$ cat src/rtl/min_width_shaper.sv
// min_width_shaper: per-channel minimum-high / minimum-low pulse conditioner
//   clk_i      system clock
//   rst_ni     synchronous active-low reset
//   en_i       per-channel enable, low forces the channel idle
//   in_i       raw level inputs, synchronous to clk_i
//   clr_ovr_i  clears every sticky overrun flag
//   out_o      shaped outputs, registered
//   busy_o     channel is not idle, registered
//   ovr_o      sticky flags for triggers lost to refractory or one-shot masking
module min_width_shaper #(
  parameter int N_CH     = 4,
  parameter int CNT_W    = 23,
  parameter int HIGH_MIN = 60_000,
  parameter int LOW_MIN  = 0,
  parameter int MODE     = 0
) (
  input  logic            clk_i,
  input  logic            rst_ni,
  input  logic [N_CH-1:0] en_i,
  input  logic [N_CH-1:0] in_i,
  input  logic            clr_ovr_i,
  output logic [N_CH-1:0] out_o,
  output logic [N_CH-1:0] busy_o,
  output logic [N_CH-1:0] ovr_o
);
  typedef enum logic [1:0] {S_LOW, S_HOLD, S_HIGH, S_REST} state_t;
  localparam logic             ONE_SHOT = (MODE != 0);
  localparam logic [CNT_W-1:0] ONE      = CNT_W'(1);
  localparam logic [CNT_W-1:0] HI       = CNT_W'(HIGH_MIN);
  localparam logic [CNT_W-1:0] LO       = CNT_W'(LOW_MIN);
  // without a refractory the falling edge goes straight back to idle
  localparam state_t           FALL_S   = (LOW_MIN == 0) ? S_LOW : S_REST;
  localparam logic [CNT_W-1:0] FALL_Q   = (LOW_MIN == 0) ? '0 : ONE;
  state_t           state_q [N_CH];
  state_t           state_d [N_CH];
  logic [CNT_W-1:0] q_q     [N_CH];
  logic [CNT_W-1:0] q_d     [N_CH];
  logic [N_CH-1:0]  in_d_q, out_q, out_d, busy_q, busy_d, ovr_q, ovr_d, set, rise, trig;
  assign rise   = in_i & ~in_d_q;
  assign trig   = ONE_SHOT ? rise : in_i;
  assign ovr_d  = set | (ovr_q & ~{N_CH{clr_ovr_i}});
  assign out_o  = out_q;
  assign busy_o = busy_q;
  assign ovr_o  = ovr_q;
  always_comb begin
    for (int c = 0; c < N_CH; c++) begin
      state_d[c] = state_q[c];
      q_d[c]     = q_q[c];
      out_d[c]   = out_q[c];
      set[c]     = 1'b0;
      case (state_q[c])
        S_LOW: if (trig[c]) begin
          state_d[c] = S_HOLD;
          q_d[c]     = ONE;
          out_d[c]   = 1'b1;
        end
        S_HOLD: begin
          // one-shot ignores any edge until the pulse has finished
          set[c] = ONE_SHOT & rise[c];
          if (q_q[c] != HI) q_d[c] = q_q[c] + ONE;
          else if (ONE_SHOT | ~in_i[c]) begin
            state_d[c] = FALL_S;
            q_d[c]     = FALL_Q;
            out_d[c]   = 1'b0;
          end else state_d[c] = S_HIGH;
        end
        S_HIGH: if (!in_i[c]) begin
          state_d[c] = FALL_S;
          q_d[c]     = FALL_Q;
          out_d[c]   = 1'b0;
        end
        S_REST: begin
          if (q_q[c] != LO) begin
            q_d[c] = q_q[c] + ONE;
            set[c] = rise[c];
          end else if (trig[c]) begin
            // last refractory edge behaves like idle and may retrigger
            state_d[c] = S_HOLD;
            q_d[c]     = ONE;
            out_d[c]   = 1'b1;
          end else begin
            state_d[c] = S_LOW;
            q_d[c]     = '0;
          end
        end
        default: state_d[c] = S_LOW;
      endcase
      if (!en_i[c]) begin
        state_d[c] = S_LOW;
        q_d[c]     = '0;
        out_d[c]   = 1'b0;
        set[c]     = 1'b0;
      end
      busy_d[c] = (state_d[c] != S_LOW);
    end
  end
  always_ff @(posedge clk_i) begin
    if (!rst_ni) begin
      for (int c = 0; c < N_CH; c++) begin
        state_q[c] <= S_LOW;
        q_q[c]     <= '0;
      end
      in_d_q <= '0;
      out_q  <= '0;
      busy_q <= '0;
      ovr_q  <= '0;
    end else begin
      for (int c = 0; c < N_CH; c++) begin
        state_q[c] <= state_d[c];
        q_q[c]     <= q_d[c];
      end
      in_d_q <= in_i;
      out_q  <= out_d;
      busy_q <= busy_d;
      ovr_q  <= ovr_d;
    end
  end
endmodule

$ cat config.mk
export PLATFORM = sky130hd
export DESIGN_NAME = min_width_shaper
export DESIGN_NICKNAME = d
export VERILOG_FILES = /design/src/rtl/min_width_shaper.sv
export SDC_FILE = /design/constraint.sdc
export NUM_CORES = 1
export LEC_CHECK = 0
export ABC_CLOCK_PERIOD_IN_PS = 2900
export CAP_MARGIN = 0
export CORE_ASPECT_RATIO = 1.5
export CORE_MARGIN = 4
export CORE_UTILIZATION = 61
export CTS_BUF_LIST = sky130_fd_sc_hd__clkbuf_4
export CTS_CLUSTER_DIAMETER = 100
export CTS_CLUSTER_SIZE = 25
export DETAILED_ROUTE_END_ITERATION = 6
export PLACE_DENSITY_LB_ADDON = 0.08
export SKIP_CTS_REPAIR_TIMING = 1
export SLEW_MARGIN = 10
export SYNTH_ARGS = -nofsm -noshare
export SYNTH_HDL_FRONTEND = slang
export SYNTH_SLANG_ARGS = --single-unit
$ cat constraint.sdc
create_clock -name clk_i -period 2.9 [get_ports clk_i]
set_clock_uncertainty 0.05 [all_clocks]
set_input_delay 0.58 -clock clk_i [delete_from_list [all_inputs] [get_ports clk_i]]
set_output_delay 0.58 -clock clk_i [all_outputs]
set_load 0.02 [all_outputs]
# Word-level counts from Yosys, hierarchy flattened

Memories as Yosys holds them, arrays and structs flattened.
Index checks and enable logic that the tools add are counted.

Bits in registers: 16
RAM bits: 100
Input port bits: 11
Output and inout port bits: 12
Logic and storage cells: 172
Memories kept: 2

Add/sub/neg operators: 4
Equal/unequal tests: 24
Multiplexer cells: 102
Bitwise logic cells: 13
Reductions and logical operators: 20

Memory list:

| memory  | depth | width | read ports | clocked after Yosys merged registers in | wr ports | RTL line | text |
|---|---|---|---|---|---|---|---|
| q_q     | 4     | 23    | 4          | 0                                       | 4        | 36       | `logic [CNT_W-1:0] q_q [N_CH];` |
| state_q | 4     | 2     | 4          | 0                                       | 4        | 34       | `state_t state_q [N_CH];` |

Operators by type and width:

| cell                                                               | number |
|---|---|
| 23-bit 2-to-1 mux                                                  | 24 |
| 23-bit case mux with 4 select lines                                | 4 |
| 23-bit by 1-bit adder with 23-bit output (second input constant)   | 4 |
| 23-bit by 16-bit != test with 1-bit output (second input constant) | 4 |
| 23-bit nonzero test                                                | 4 |
| 2-bit 2-to-1 mux                                                   | 28 |
| 1-bit 2-to-1 mux                                                   | 38 |
| 2-bit case mux with 4 select lines                                 | 4 |
| 2-bit == test (second input constant)                              | 8 |
| 2-bit != test (second input constant)                              | 8 |
| 1-bit case mux with 4 select lines                                 | 4 |
| 2-bit AND reduction                                                | 8 |
| 4-bit AND                                                          | 2 |
| 2-bit by 1-bit == test with 1-bit output (second input constant)   | 4 |
| 2-bit logical NOT                                                  | 4 |
| 4-bit inverter                                                     | 2 |
| 1-bit OR                                                           | 8 |
| 2-bit nonzero test                                                 | 4 |
| 4-bit OR                                                           | 1 |

# Logic depth before layout (Yosys ltp)

Depth in word-level cells: 6
Depth in mapped cells: 10
Mapped depth without buffers: 8

# Least setup slack after synthesis

OpenSTA, ideal clock, no wires.

Path type: reg2reg
Start: memory state_q[3][1] in the netlist's numbering
End: memory q_q[3][19]
Setup time: 120 ps
Arrival time: 2182 ps
Required time: 2730 ps
Setup slack: 549 ps
Stages on the path, launching flop included: 9
Buffers on the path: 1
Period minus slack after synthesis: 2351 ps
Path through: dfxtp_1 > inv_1 > ha_1 > nor3_1 > or2_2 > a211oi_4 > buf_6 > nor3b_1 > a211o_1

RTL lines:

| item        | RTL line |
|---|---|
| from (decl) | 34 |
| to (decl)   | 36 |

==> qor.tcl <==
set qor(run_status) {completed}
set qor(cts.htree.levels) 4
set qor(first_global_vias) 6492
set qor(critPathRequiredTime_ns) 3.29
set qor(finalPower_w) 0.00319
set qor(crit_path_end_kind) {flop}
set qor(routed_via_density) 6.49
set qor(count_of_boundary_i_o_pins) 23
set qor(final_hold_viol_count) 0
set qor(max-slew-margin-rel) 0.545
set qor(worstHoldPathType) {flop to flop}
set qor(grt_first_pass_wirelength_um) 29600
set qor(rsz0062_at_grt) {false}
set qor(total_area_of_multi_input_combinational_cells_um2) 4210
set qor(post-synth-top-area-fraction) 0.337
set qor(grt_overflow_total) 0
set qor(die_ht_um) 138
set qor(dp.final_hpwl_um) 12900
set qor(layout.nets) 927
set qor(post_route_drc) 0
set qor(launch_point_of_the_critical_path) {q_q[1][0]}
set qor(period_minus_slack_ns) 2.61
set qor(area.sequential_um2) 2320
set qor(max-clock-path-buffers) 2
set qor(clkSinkCount) 116
set qor(fp.dieArea_um2) 13100
set qor(critPathLaunchType) {flop}
set qor(largest_net_degree_at_the_start_of_global_routing) 33
set qor(final.setup.tns_ns) 0
set qor(first_pass_iters) 5
set qor(setup_violations) 0
set qor(synth_async_sr_flop_share) 0
set qor(die_w_um) 94.8
set qor(syn_nets) 903
set qor(cts.reportedPaths.clkPinSlew_ns) 0.11
set qor(hold_start) {in_d_q[1]}
set qor(worst_hold_path.endpoint) {ovr_o[1]}
set qor(rr_worst_depth) 8
set qor(cts_tree) {done}
set qor(synth.ff_latch_count) 116
set qor(wp_data_arrival_ns) 3.00
set qor(drive_gt1_frac) 0.0896
set qor(synth_cell_types) 70
set qor(vias) 6826
set qor(avgRoutedWirePerCell_um) 16.8
set qor(path_max_fanout) 6
set qor(max_freq_mhz) 383
set qor(post_synth_instance_area_um2) 6890
set qor(drt_wl_total_um) 17600
set qor(number_of_flops_mapped_to_enable_cells_by_yosys) 0
set qor(cts_inserted_buffers) 17
set qor(p_leak_nw) 2.68
set qor(final_wtd_congestion) 0.901
set qor(cap_violations) 0
set qor(globalRouteTotalUtil) 0.274
set qor(timing.hold.worst_path_depth) 1
set qor(worst_r2r_startpoint) {q_q[1][0]}
set qor(synth_area_leaders) {dfxtp_1, nand3_1, nand2_1, ha_1, a31oi_1}
set qor(later_pin_clock_latency_in_the_skew_report_ns) 0.53
set qor(syn_to_final_growth_pct) 10.4
set qor(criticalPathCategory) {flop to flop}
set qor(grt_antenna_before_repair) 1
set qor(fill_cells) 948
set qor(portion_of_the_post_synthesis_area_used_by_sequential_elements) 0.337
set qor(power.density_nw_per_um2) 419
set qor(final.period_utilization) 0.900
set qor(start_util) 0.623
set qor(most_used_flip_flop_cell_after_synthesis) {dfxtp_1}
set qor(drt.antenna.violating_nets) 0
set qor(netlist.top_cell.by_area) {dfxtp_1}
set qor(core_um2) 11100
set qor(timing_max_transition_violations_final) 0
set qor(synthesis.area_per_instance_um2) 7.94
set qor(num_rows) 47
set qor(synth.yosys.warnings) 0
set qor(synthesis.instances) 868
set qor(tightest_slew_ns) 0.677
set qor(quantity_of_i_o_buffers_inserted_on_ports) 22
set qor(max-vdd-ir-drop_v) 0.000227
set qor(drtIter0Drc) 384
set qor(clock_tree.root_cell) {clkbuf_4}
set qor(setup.reg_to_reg.worst_slack_ns) 0.29
set qor(regToRegEndpoint) {q_q[1][0]}
[report_power, final]
part           internal [W]  switching, W
logic              0.000102      0.000157
clock network      0.000687      0.000624
registers           0.00161     0.0000136
[cells by family (layout without fill, tap and decap cells)]
logic type | count (synthesis) | after routing | synth area share
flops | 116 | 116 | 0.337
other cells | 0 | 1 | 0
buf+inv | 81 | 117 | 0.0523
compound gates | 235 | 235 | 0.233
mux | 16 | 16 | 0.0232
fa+ha+maj | 24 | 24 | 0.0436
simple gates | 389 | 389 | 0.302
xor+xnor | 7 | 7 | 0.00890
[worst max path at each step]
stage                  to  slack [ns]  cells after the start
2_1_floorplan  q_q[3][19]        0.55                      8
3_3_place_gp    q_q[2][5]        0.25                      7
3_5_place_dp   q_q[3][19]        0.15                      7
4_1_cts        q_q[2][15]        0.27                      8
5_1_grt         busy_o[1]        0.01                      8
6_report        q_q[1][0]        0.29                      8
[flip-flops by register name, indices dropped and copies added (netlist names)]
| name | count |
|---|---|
| state_q | 8 |
| ovr_o | 4 |
| busy_o | 4 |
| out_o | 4 |
| q_q | 92 |
| in_d_q | 4 |
[layout make-up]
| type | instances | area share |
|---|---|---|
| inverter | 38 | 0.0188 |
| multi-input combinational | 671 | 0.553 |
| sequential | 116 | 0.305 |
| timing repair buffer | 48 | 0.0579 |
| antenna | 1 | 0.000329 |
| clock buffer | 19 | 0.0188 |
| tap | 147 | 0.0242 |
| clock inverter | 12 | 0.0214 |
[routing by layer]
| layer | up-vias | global-route usage | wire (um) |
|---|---|---|---|
| li1 | 3339 | - | - |
| met1 | 3203 | 0.314 | 7190 |
| met2 | 231 | 0.481 | 9100 |
| met3 | 53 | 0.0571 | 822 |
| met4 | 0 | 0.122 | 513 |
| met5 | - | 0 | 0 |
[per-stage QoR]
step	hold slack, ns	cells	utilization	setup slack (ns)	area (um^2)
floorplan	0.346	868	-	0.549	6890
detailed placement	0.370	1020	0.660	0.147	7300
global route	0.410	1052	0.688	0.0101	7610
finish	0.383	1052	0.688	0.290	7610
CTS	0.386	1051	0.688	0.274	7600
global placement	0.354	1020	0.660	0.250	7300
[layout by cell type, fill, tap and decap left out, types with 21 or more instances in the layout]
cell and instances:
nor2_1 42, a31oi_1 43, dfxtp_1 116, inv_1 38, a21oi_1 51, nor3_1 23
clkdlybuf4s50_1 22, nand4_1 36, ha_1 24, nand3_1 70, buf_4 24, o21ai_0 36
nand2_1 92, and3_1 21
[cell usage after synthesis (all sizes together), types with 16 or more instances]
master and instances:
ha 24, nand2 92, nor3 24, and3 21, mux2i 16, nand3 70, o21ai 40, buf 17
nor2 43, a22o 16, dfxtp 116, a31oi 43, and2 17, nor4 21, a21oi 55, nand4 36
clkbuf 26, inv 38
[critical path: stages (launching register included)]
cell	delay, ns
dfxtp_1	0.37
inv_1	0.07
ha_1	0.15
nor4b_1	0.35
nand4_1	0.30
or2_2	0.40
a22oi_1	0.44
o21ai_0	0.20
o21a_1	0.20
(Power assumes the default switching activity.)
==> edit 1: new RTL, same flow settings <==
Remove the register `busy_q`: a continuous assignment takes its place, so the output `busy_o` follows one clock earlier.
--- a/src/rtl/min_width_shaper.sv
+++ b/src/rtl/min_width_shaper.sv
@@ -102,7 +102,6 @@
       end
       in_d_q <= '0;
       out_q  <= '0;
-      busy_q <= '0;
       ovr_q  <= '0;
     end else begin
       for (int c = 0; c < N_CH; c++) begin
@@ -111,9 +110,10 @@
       end
       in_d_q <= in_i;
       out_q  <= out_d;
-      busy_q <= busy_d;
       ovr_q  <= ovr_d;
     end
   end
+
+  assign busy_q = busy_d;
 endmodule
 
Formal check against the unedited RTL: not equivalent (a bounded check fails within 4 cycles, from zero or initial values and one cycle with rst_ni low).
==> edit 1 against the unedited design <==
- the flow now finishes with violations (negative setup slack)
- sequential cell count shrank 4
- clock power shrank 33%
- final area grew 12%
- count of clock-buffer cells in the layout shrank 10
- die area shrank 1.1%
- worst setup slack lost 0.42 ns
- total power shrank 13%
- routed wire length grew 15%
- first-iteration DRC count grew 3.9%
- critical endpoint is now busy_o[1]
- via count grew 7.9%
- synthesized area shrank 1.2%
- largest cell class unchanged
- global-route usage grew 4.0 points
==> edit 1: results (changes against the unedited design) <==
| Metric | Value |
|---|---|
| Via count | `7368 (was 6826)` |
| Synth Area in Adders | `4.41% (was 4.36%)` |
| Multiplexer area fraction after synthesis | `1.54% (was 2.32%)` |
| Share of post-route cells with drive strength above 1 | `22.3% (was 8.96%)` |
| Status | `complete, but fails checks (was complete, no violations)` |
| Routed len/inst | `17.2 µm (was 16.8 µm)` |
| Vias in the first global route | `7239 (was 6492)` |
| Xor-xnor portion of the synthesized cell area | `1.29% (was 0.890%)` |
| Setup WS post-layout | `-0.133 ns (was 0.290 ns)` |
| Endpoints failing setup | `4 (was 0)` |
| Sequential share of the synthesized area | `32.9% (was 33.7%)` |
| Largest net degree at the start of global routing | `24 (was 33)` |
| Slowest Stage Delay on Critical Path | `0.35 ns (was 0.44 ns)` |
| Synth cell count leaders | `nand2_1, dfxtp_1, a21oi_1 (was dfxtp_1, nand2_1, nand3_1)` |
| RR Endpoint | `q_q[1][16] (was q_q[1][0])` |
| H-tree depth | `3 (was 4)` |
| Async SR Flop Fraction | `0% (unchanged)` |
| Area contributors post-synth | `dfxtp_1, nand2_1, a21oi_1 (was dfxtp_1, nand3_1, nand2_1)` |
| Worst reg-to-reg setup slack | `0.49 ns (was 0.29 ns)` |
| Clk pin slew, worst setup/hold paths | `0.17 ns (was 0.11 ns)` |
| Global Route met2 Usage | `58.5% (was 48.1%)` |
| VDD IR max | `0.271 mV (was 0.227 mV)` |
| Clk_lat worst skew | `0.49 ns (was 0.53 ns)` |
| Mapped Cells | `873 (was 868)` |
| Syn Nets | `908 (was 903)` |
| Grt met3 use | `4.21% (was 5.71%)` |
| Post-synthesis compound-gate area fraction | `25.4% (was 23.3%)` |
| Grt met1 use | `34.7% (was 31.4%)` |
| Distinct cell type count after synthesis | `73 (was 70)` |
| Power Dens Cells | `326 mW/mm² (was 419 mW/mm²)` |
| Final #Nets | `1059 (was 927)` |
| CTS buffer count | `9 (was 17)` |
| Iteration-0 DRC Markers | `399 (was 384)` |
| Failing checks | `negative setup slack` |
| Fillers | `849 (was 948)` |
| CP arrival | `2.40 ns (was 3.00 ns)` |
| Placed wire-length estimate | `15.2 mm (was 12.9 mm)` |
| Slew @ Worst Pin | `0.713 ns (was 0.677 ns)` |
| Total Routing Usage GR | `31.5% (was 27.4%)` |
| P_leak | `3.39 nW (was 2.68 nW)` |
| Worst path slowest cell | `dfxtp_2 (was a22oi_1)` |
| Crit-path max FO | `4 (was 6)` |
## edit 1: changes by cell type after synthesis, moves of 6 or more
| cell | change |
|---|---|
| nand3_1 | -23 |
| nor2_1 | +16 |
| clkbuf_1 | -10 |
| o21ai_0 | +6 |
| nand2_1 | +31 |
| o21a_1 | +6 |
| a31oi_1 | -27 |
| a311oi_1 | +11 |
| nor3_1 | +11 |
| nand4_1 | -17 |
| a21oi_1 | +15 |
| mux2i_1 | -10 |
| a21o_1 | +11 |
## edit 1: worst max-delay path: cells and delay by family (launching register included)
family                   cells  cell delay (ns)
adder cells (fa/ha/maj)      1             0.14
buffers and inverters        2             0.21
AND/OR/NAND/NOR              3             0.72
AO/OA/AOI/OAI                3             0.49
flip-flops                   1             0.35
## edit 1: cell type report
class	count	share of cell area, %
clock buffers	9	0.790
repair buffers	171	15.9
multi-input cells	692	52.1
inverters	38	1.67
flip-flops and latches	112	26.3
well taps	147	2.15
clock inverters	6	0.995
diodes	1	0.0293
## edit 1: cells by family (layout without fill, tap and decap cells)
| logic type | count (synthesis) | in the layout |
|---|---|---|
| XOR/XNOR | 10 | 10 |
| adder cells (fa/ha/maj) | 24 | 24 |
| AO/OA/AOI/OAI | 252 | 252 |
| buffers and inverters | 69 | 224 |
| multiplexers | 10 | 10 |
| flip-flops | 112 | 112 |
| other | 0 | 1 |
| AND/OR/NAND/NOR | 396 | 396 |
## edit 1: per-stage QoR
step / hold WS (ns) / worst slack [ns]
2_1_floorplan: 0.346 / 0.252
3_3_place_gp: 0.358 / -0.197
3_5_place_dp: 0.369 / -0.278
4_1_cts: 0.395 / -0.831
5_1_grt: 0.410 / -0.281
6_report: 0.392 / -0.133
## edit 1: worst min-delay path by stage
stage	from	endpoint	slack [ns]
final	in_d_q[3]	ovr_o[3]	0.39
after global routing	in_d_q[3]	ovr_o[3]	0.41
after CTS	in_d_q[3]	ovr_o[3]	0.40
after detailed placement	in_d_q[3]	ovr_o[3]	0.37
after global placement	in_d_q[3]	ovr_o[3]	0.36
after floorplan	in_d_q[3]	ovr_o[3]	0.35
## edit 1: routing by layer
layer | vias to the layer above | part of all wire, %
met4 | 0 | 4.0
met3 | 78 | 4.4
met5 | - | 0
li1 | 3550 | -
met2 | 257 | 53
met1 | 3483 | 39
## edit 1: report_power, final
part           internal, mW  switching (mW)
Combinational         0.151           0.196
Sequential             1.55         0.00920
Clock                 0.343           0.539
Total                  2.05           0.745
==> edit 2: new RTL, same flow settings <==
Without the edit above. `MODE`: 0 -> 1.
--- a/src/rtl/min_width_shaper.sv
+++ b/src/rtl/min_width_shaper.sv
@@ -12,7 +12,7 @@
   parameter int CNT_W    = 23,
   parameter int HIGH_MIN = 60_000,
   parameter int LOW_MIN  = 0,
-  parameter int MODE     = 0
+  parameter int MODE     = 1
 ) (
   input  logic            clk_i,
   input  logic            rst_ni,
Behaviour: not the same (a bounded check fails within 4 cycles, from zero or initial values and one cycle with rst_ni low).
==> edit 2 against the unedited design <==
- worst setup slack improved by 0.015 ns
- fmax rose by 0.60%
- hold slack improved by 0.045 ns
- synthesized area fell by 8.8%
- sequential cell count did not move
- routed wire length fell by 18%
- die area fell by 8.2%
- final area fell by 7.4%
- total power fell by 0.51%
- sequential power barely moved
- largest cell class unchanged
==> edit 2: results (changes against the unedited design) <==
| Metric | Value |
|---|---|
| Status | `complete, no violations (unchanged)` |
| Slew @ Worst Pin | `0.734 ns (was 0.677 ns)` |
| Via count | `5573 (was 6826)` |
| Area of the multi-input gates | `0.00372 mm² (was 0.00421 mm²)` |
| VDD IR max | `0.304 mV (was 0.227 mV)` |
| Worst path top cell family by delay | `compound AO/OA/AOI/OAI gates (was simple AND/OR/NAND/NOR gates)` |
| Die X | `90.9 µm (was 94.8 µm)` |
| Layout clock buffers | `20 (was 19)` |
| Share of post-route cells with drive strength above 1 | `11.5% (was 8.96%)` |
| Routed len/inst | `15.5 µm (was 16.8 µm)` |
| Synth cell count leaders | `dfxtp_1, nand2_1, nor2_1 (was dfxtp_1, nand2_1, nand3_1)` |
| Total Routing Usage GR | `24.7% (was 27.4%)` |
| Iteration-0 DRC Markers | `212 (was 384)` |
| Setup WS pre-CTS | `0.201 ns (was 0.147 ns)` |
| First-pass GRT wire length | `24.7 mm (was 29.6 mm)` |
| Syn Nets | `793 (was 903)` |
| Largest net degree at the start of global routing | `17 (was 33)` |
| Placed wire-length estimate | `10.5 mm (was 12.9 mm)` |
| Distinct cell type count after synthesis | `68 (was 70)` |
| Combinational power share | `7.5% (was 8.1%)` |
| Nonclk inv count | `41 (was 38)` |
| Fillers | `832 (was 948)` |
| Area contributors post-synth | `dfxtp_1, ha_1, nand2_1 (was dfxtp_1, nand3_1, nand2_1)` |
| Non-clock buffer total of the final layout | `42 (was 48)` |
| Slowest Stage Delay on Critical Path | `0.62 ns (was 0.44 ns)` |
| P_leak | `2.44 nW (was 2.68 nW)` |
| Power Dens Cells | `451 mW/mm² (was 419 mW/mm²)` |
| Mapped Avg Cell Area | `8.29 µm² (was 7.94 µm²)` |
| Clock network area share | `4.42% (was 4.01%)` |
| Non-clock buffer share | `5.44% (was 5.79%)` |
| Comb_multi_in | `584 (was 671)` |
| Non-Filler Instances | `933 (was 1052)` |
| Placed cell area | `0.00673 mm² (was 0.00730 mm²)` |
| Crit-path max FO | `10 (was 6)` |
| GPL Wtd Cong | `0.940 (was 0.901)` |
edit 2: path summary, 6_finish.rpt:
check	to	slack [ns]	startpoint
min reg2reg	ovr_o[0]	0.43	ovr_o[0]
max	q_q[1][15]	0.31	q_q[1][0]
max reg2reg	q_q[1][15]	0.31	q_q[1][0]
min	ovr_o[0]	0.43	ovr_o[0]
edit 2: per-layer routing:
layer	share of wire, %	GRT usage (%)	up-vias
li1	-	-	2781
met1	42	28.5	2632
met2	52	44.2	127
met3	3.5	4.34	33
met4	2.4	10.8	0
met5	0	0	-
edit 2: logic make-up after synthesis:
| kind of cell | after synthesis | share of synthesized area, % |
|---|---|---|
| AO/OA/AOI/OAI | 129 | 15.0 |
| XOR/XNOR | 54 | 7.52 |
| adder cells (fa/ha/maj) | 24 | 4.78 |
| buffers and inverters | 58 | 3.82 |
| flip-flops | 116 | 36.9 |
| multiplexers | 5 | 0.796 |
| AND/OR/NAND/NOR | 372 | 31.1 |
